## src/rtl/core_pipe_decode_issue.sv

```systemverilog
// Decode/issue stage: pulls 16- or 32-bit instructions from the fetch buffer,
// tracks the fetch PC and presents one instruction at a time in the s2 register.
module core_pipe_decode_issue #(
  parameter logic [63:0] PC_RESET_ADDRESS = 64'h10000000
) (
  input  logic        g_clk,
  input  logic        g_reset,
  input  logic        cf_valid,
  input  logic        cf_ack,
  input  logic [63:0] cf_target,
  input  logic        s1_i16bit,
  input  logic        s1_i32bit,
  input  logic [31:0] s1_instr,
  input  logic [1:0]  s1_ferr,
  output logic        s1_eat_2,
  output logic        s1_eat_4,
  output logic        s2_valid,
  input  logic        s2_ready,
  output logic [63:0] s2_pc,
  output logic [63:0] s2_npc,
  output logic [31:0] s2_instr,
  output logic        s2_i32,
  output logic        s2_ferr
);

  localparam logic [0:0] ST_RUN  = 1'b0;
  localparam logic [0:0] ST_HALT = 1'b1;

  logic [0:0]  r_state;
  logic [63:0] r_pc;
  logic        r_s2_valid;
  logic [63:0] r_s2_pc;
  logic [63:0] r_s2_npc;
  logic [31:0] r_s2_instr;
  logic        r_s2_i32;
  logic        r_s2_ferr;

  logic        w_e_cf;
  logic        w_slot_free;
  logic        w_accept;
  logic [63:0] w_size;
  logic [63:0] w_pc_next;
  logic [63:0] w_cf_pc;
  logic [31:0] w_instr;
  logic        w_ferr;
  logic        w_unused_cf_bit0;

  assign w_e_cf      = cf_valid && cf_ack;
  assign w_slot_free = !r_s2_valid || s2_ready;
  // Reset gates accept so no bytes are consumed while the stage is being reset.
  assign w_accept    = (s1_i16bit || s1_i32bit) && w_slot_free && !w_e_cf &&
                       (r_state == ST_RUN) && !g_reset;

  // A 32-bit indication wins if fetch ever flags both, so only one eat fires.
  assign s1_eat_4 = w_accept && s1_i32bit;
  assign s1_eat_2 = w_accept && !s1_i32bit;

  assign w_size    = s1_i32bit ? 64'd4 : 64'd2;
  assign w_pc_next = r_pc + w_size;
  assign w_cf_pc   = {cf_target[63:1], 1'b0};
  assign w_instr   = s1_i32bit ? s1_instr : {16'h0000, s1_instr[15:0]};
  assign w_ferr    = s1_ferr[0] || (s1_i32bit && s1_ferr[1]);

  // Target bit 0 is architecturally ignored; halfword alignment is forced.
  assign w_unused_cf_bit0 = cf_target[0];

  // NOTE: state uses non-blocking assignments so every register samples pre-edge values.
  always_ff @(posedge g_clk) begin
    if (g_reset) begin
      r_state    <= ST_RUN;
      r_pc       <= PC_RESET_ADDRESS;
      r_s2_valid <= 1'b0;
      r_s2_pc    <= 64'd0;
      r_s2_npc   <= 64'd0;
      r_s2_instr <= 32'd0;
      r_s2_i32   <= 1'b0;
      r_s2_ferr  <= 1'b0;
    end else if (w_e_cf) begin
      r_state    <= ST_RUN;
      r_pc       <= w_cf_pc;
      r_s2_valid <= 1'b0;
    end else if (w_accept) begin
      r_pc       <= w_pc_next;
      r_s2_valid <= 1'b1;
      r_s2_pc    <= r_pc;
      r_s2_npc   <= w_pc_next;
      r_s2_instr <= w_instr;
      r_s2_i32   <= s1_i32bit;
      r_s2_ferr  <= w_ferr;
      if (w_ferr) begin
        r_state <= ST_HALT;
      end
    end else if (s2_ready) begin
      r_s2_valid <= 1'b0;
    end
  end

  assign s2_valid = r_s2_valid;
  assign s2_pc    = r_s2_pc;
  assign s2_npc   = r_s2_npc;
  assign s2_instr = r_s2_instr;
  assign s2_i32   = r_s2_i32;
  assign s2_ferr  = r_s2_ferr;

endmodule

```

## config.mk

```make
export PLATFORM = sky130hd
export DESIGN_NAME = core_pipe_decode_issue
export DESIGN_NICKNAME = d
export VERILOG_FILES = /design/src/rtl/core_pipe_decode_issue.sv
export SDC_FILE = /design/constraint.sdc
export NUM_CORES = 1
export LEC_CHECK = 0
export BUFFER_PORTS_ARGS = -buffer_cell sky130_fd_sc_hd__buf_2
export CORE_MARGIN = 8
export CORE_UTILIZATION = 40
export CTS_BUF_LIST = sky130_fd_sc_hd__clkbuf_8
export DETAILED_ROUTE_END_ITERATION = 6
export SLEW_MARGIN = 20
export SYNTH_ARGS = -nofsm -noshare
export SYNTH_HDL_FRONTEND = slang
export SYNTH_SLANG_ARGS = --single-unit
```

## constraint.sdc

```tcl
create_clock -name g_clk -period 6.8 [get_ports g_clk]
set_clock_uncertainty 0.2 [all_clocks]
set_input_delay 1.02 -clock g_clk [delete_from_list [all_inputs] [get_ports g_clk]]
set_output_delay 1.02 -clock g_clk [all_outputs]
set_load 0.05 [all_outputs]
```

**Word-level counts from Yosys, hierarchy flattened**

Index checks and enable logic that the tools add are counted.

- Register bits after elaboration: 228
- Memories kept: 0
- Bits in writable memories: 0
- Output and inout port bits: 165
- Latch bits: 0
- ROM bits: 0
- Input bits: 105

- Bitwise logic cells: 2
- Shift operators: 0
- Multipliers: 0
- Order comparisons: 0
- Reduce and logical (&&, ||, !) cells: 20
- Eq/ne operators: 0
- Mux-type cells: 6
- Divide/modulo/power cells: 0
- Add/sub/neg operators: 1

Operators with widths:

| operator | count |
|---|---|
| two-way mux 64 bit | 2 |
| adder 64 x 3 -> 64 bit | 1 |
| two-way mux 32 bit | 1 |
| logical AND 1 bit | 8 |
| zero test 1 bit | 4 |
| AND reduction 2 bit | 2 |
| nonzero test 2 bit | 2 |
| logical OR 1 bit | 3 |
| two-way mux 3 bit | 1 |
| two-way mux 1 bit | 2 |
| NOT 1 bit | 2 |
| OR reduction 2 bit | 1 |

**Longest topological paths before layout**

- Depth after elaboration: 8
- Depth in mapped cells: 14

**Worst setup path before layout**

OpenSTA, ideal clock, no wires.

- Kind: input -> register
- Start point: input port s1_i32bit
- End point: register r_pc[63]
- Setup time: 0.132 ns
- Arrival: 4.085 ns
- Required time: 6.468 ns
- Path buffers: 4
- Setup slack: 2.382 ns
- Stages on the path: 14
- Path through: clkbuf_1 > inv_1 > ha_1 > inv_1 > fa_1 > nand3b_2 > or4_4 > buf_6 > or4_4 > buf_6 > buf_6 > nor4_4 > xnor2_1 > a21oi_1

- Cells in the longest elaborated chain, start to end: 6
- Elaborated cells on any way between the ends: 10
- Classes of those cells: add/sub: 1; mux: 3; reduce/logical: 6

RTL lines:

| element | RTL line | text |
|---|---|---|
| from (decl) | 12 | `input logic s1_i32bit,` |
| parallel branches: the longest is 6 deep, another holds adder 64 x 3 -> 64 bit | n/a |  |
| to (signal assigned) | 80 | `r_pc <= w_cf_pc;` |
| to (signal assigned) | 83 | `r_pc <= w_pc_next;` |
| to (decl) | 30 | `logic [63:0] r_pc;` |

Parallel ways; which one is timed is not known. The select of a mux whose other input is x is not followed.
A chain may end at the register's enable or synchronous reset.

**Worst setup path in the final report**

- Start point: input port g_reset
- End point: output port s1_eat_4

- Cells in the longest elaborated chain, start to end: 3

RTL lines:

| element | RTL line | text |
|---|---|---|
| from (decl) | 7 | `input logic g_reset,` |
| zero test 1 bit | 52 | `(r_state == ST_RUN) && !g_reset;` |
| logical AND 1 bit | 52 |  |
| logical AND 1 bit | 55 | `assign s1_eat_4 = w_accept && s1_i32bit;` |
| to (decl) | 16 | `output logic s1_eat_4,` |

Every way passes these cells.

==> flow_summary.yaml <==
outcome:
  status: "completed"
placement:
  dp_cells: 1773
  gp_congestion: 0.796
  postPlaceCellArea_sq_mm: 0.0115
  port_buffers: 266
  dp.final_hpwl_um: 22600
logic_synthesis:
  synth-adder-area-share_pct: 0.441
  synthCells: 1295
  synthesis.area_sq_mm: 0.0102
  netlist_top_cells_area: "dfxtp_1 (44%), nand2_1 (8.1%), a21oi_1 (7.9%), xnor2_1 (5.6%), nor2_1 (4.5%)"
  synth_xor_area_share_pct: 7.98
  yosys.area_share.simple_pct: 24.3
  ys.flop_type: "dfxtp_1"
  synth-compound-area-share_pct: 17.5
  ys_ff_latch: 225
  avgSynthCellArea_sq_um: 7.88
  post-synth-top-area-cell: "dfxtp_1"
  ys_async_sr_fraction_pct: 0
  yosysSeqAreaShare_pct: 44.1
  yosys.cell_types.count: 54
  yosys_warnings: 0
  synth_edf_count: 0
  synth_top_family_by_area: "simple AND/OR/NAND/NOR gates"
  post-synth-top-area-fraction_pct: 44.1
  muxShareOfSynthArea_pct: 0
power_and_ir_drop:
  combPwrFrac_pct: 16.1
  internal_power_mw: 2.31
  pwr-share-clk_pct: 39.8
  cellPowerDensity_mw_per_mm2: 270
  switchingPower_mw: 1.04
  power.leakage_nw: 4.66
  seqPwrFrac_pct: 44.1
  swShare_pct: 31.0
  ir_drop_uv: 120
setup_path:
  critPathMostFrequentCell: "nand2_1"
  regToRegSetupSlack_ns: 3.22
  crit_path_max_incr_delay_ns: 0.57
  critPathLaunch: "g_reset"
  cp-endpoint: "s1_eat_4"
  reg2reg_depth: 9
  crit_path_start_kind: "input port"
  cp_cell_sequence: "buf_6 > clkinv_1 > buf_4 > nand2_1 > nor2_4 > nand2_1 > inv_1 > buf_2"
  crit_fanout: 106
  r2r_start: "r_pc[1]$_SDFFE_PP0P_"
  end_kind: "output port"
  crit_slowest_cell: "buf_6"
  arrival_ns: 3.01
  cp.required_ns: 5.58
  r2r_end: "s2_npc[53]$_SDFFE_PP0P_"
  worstSetupPathType: "in -> out"
sta:
  period_share_pct: 62.2
  rsz0062_at_grt: "false"
  tightest_slew_ns: 1.07
  tns_ns: 0
  relSlewSlack_pct: 28.7
  fmax_mhz: 236
  setup_viol: 0
  hold_violations: 0
  fin_crit_ns: 4.23
  slew_viol_final: 0
clock_tree:
  htreeDepth: 2
  cts_root_buf: "clkbuf_8"
  postCtsSetupBuffers: 0
  cts_tree: "yes"
  clk_latency_ns: 0.54
  clk_pin_slew_ns: 0.06
  clkSinkCount: 225
  cts_buffer_depth: 3
  cts_buffers: 41
  post_cts_resized: 0
  holdBufCountCts: 0
final_layout:
  most-common-layout-cells: "buf_2 (265), dfxtp_1 (225), nand2_1 (219)"
  syn_to_final_growth_pct: 21.3
  regArea_sq_mm: 0.00450
  multi_input_area_sq_mm: 0.00515
  nFillCells: 2552
  final_area_sq_mm: 0.0124
  layout.nets: 1594
  drive_gt1_share_pct: 23.6
  postLayoutCoreUtil_pct: 49.3
  final_common_cell: "buf_2"
  final-instance-count-excl-fill: 1844
  diodes: 0
die:
  die-area_sq_mm: 0.0309
  io_pins: 270
  chipHeight_um: 176
  start_util_pct: 40.7
  die_x_um: 176
  core_sq_mm: 0.0251
  rows: 58
detailed_routing:
  routed-via-count: 9672
  via_per_inst: 5.25
  drtIter0Drc: 623
  drt-wirelength-per-cell_um: 18.1
  drc: 0
  first_pass_iters: 5
  wl_um: 33500
  postRouteAntennaNets: 0
worst_hold_path:
  hold_class: "reg -> reg"
global_routing:
  grt_usage_pct: 20.7
  antenna_found_initial: 0
  grt_start_max_net_pins: 218
  grt_pass1_wl_um: 52200
  gr-total-overflow: 0
  grt_pass1_vias: 9331
flow_run:
  max_cap_viol_count: 0
power by group through the flow:
stage	registers, mW	clock network, mW	logic [mW]
final	1.47	1.33	0.539
after global routing	1.48	1.43	0.581
after global placement	1.50	0	0.539
after detailed placement	1.50	0	0.543
after floorplan	1.64	0	0.241
after CTS	1.47	1.37	0.544
worst max-delay path: cells and delay by family:
kind	cells	cell delay [ns]
buffers and inverters	5	1.35
and+or+nand+nor	3	0.53
Yosys cell counts (9+ instances only):
master      n
inv_1       9
nand4_1    29
clkbuf_1  107
nand3_1    44
nor3_1     39
nand2_1   220
nor2_1    123
a311oi_1   14
nor4_1     13
o311ai_0    9
xor2_1     28
dfxtp_1   225
or3_1      16
a21oi_1   162
xnor2_1    65
o21ai_0    55
a211oi_1   51
routing by layer:
metal | vias up | track usage [%] | part of all wire (%)
li1 | 4869 | - | -
met1 | 4477 | 26.4 | 44
met2 | 276 | 34.1 | 47
met3 | 50 | 4.53 | 6.5
met4 | 0 | 6.43 | 2.2
met5 | - | 0 | 0
metrics by stage:
step / hold slack [ns] / total power [mW] / worst slack [ns]
CTS: 0.248 / 3.38 / 2.55
global route: 0.265 / 3.49 / 2.38
floorplan: 0.245 / 1.88 / 2.38
global placement: 0.235 / 2.04 / 2.14
finish: 0.247 / 3.34 / 2.57
detailed placement: 0.240 / 2.04 / 2.07
cells by family after synthesis:
family | Yosys count
fa+ha+maj | 3
flops | 225
other cells | 1
simple gates | 529
compound gates | 305
buf+inv | 139
xor+xnor | 93
area by class of cell:
type | count | share of cell area (%)
clock buffer | 56 | 6.22
clock inverter | 15 | 0.707
inverter | 10 | 0.303
multi-input combinational | 932 | 41.6
sequential | 225 | 36.4
tap | 330 | 3.33
timing repair buffer | 276 | 11.5
worst min path at each step:
stage | slack, ns | from | cells past startpoint | end
6_report | 0.25 | s2_instr[18]$_SDFFE_PP0P_ | 2 | s2_instr[18]$_SDFFE_PP0P_
5_1_grt | 0.27 | s2_instr[18]$_SDFFE_PP0P_ | 2 | s2_instr[18]$_SDFFE_PP0P_
4_1_cts | 0.25 | s2_instr[18]$_SDFFE_PP0P_ | 2 | s2_instr[18]$_SDFFE_PP0P_
3_5_place_dp | 0.24 | s2_instr[18]$_SDFFE_PP0P_ | 2 | s2_instr[18]$_SDFFE_PP0P_
3_3_place_gp | 0.24 | s2_instr[29]$_SDFFE_PP0P_ | 2 | s2_instr[29]$_SDFFE_PP0P_
2_1_floorplan | 0.25 | r_pc[12]$_SDFFE_PP0P_ | 2 | s2_pc[12]$_SDFFE_PP0P_
sequential cells by signal, indices dropped and copies added, names as in the netlist:
register / cells
s2_valid: 1
s2_i32: 1
r_state: 1
s2_pc: 63
s2_npc: 63
s2_ferr: 1
s2_instr: 32
r_pc: 63
Power figures use the tool's default switching activity.
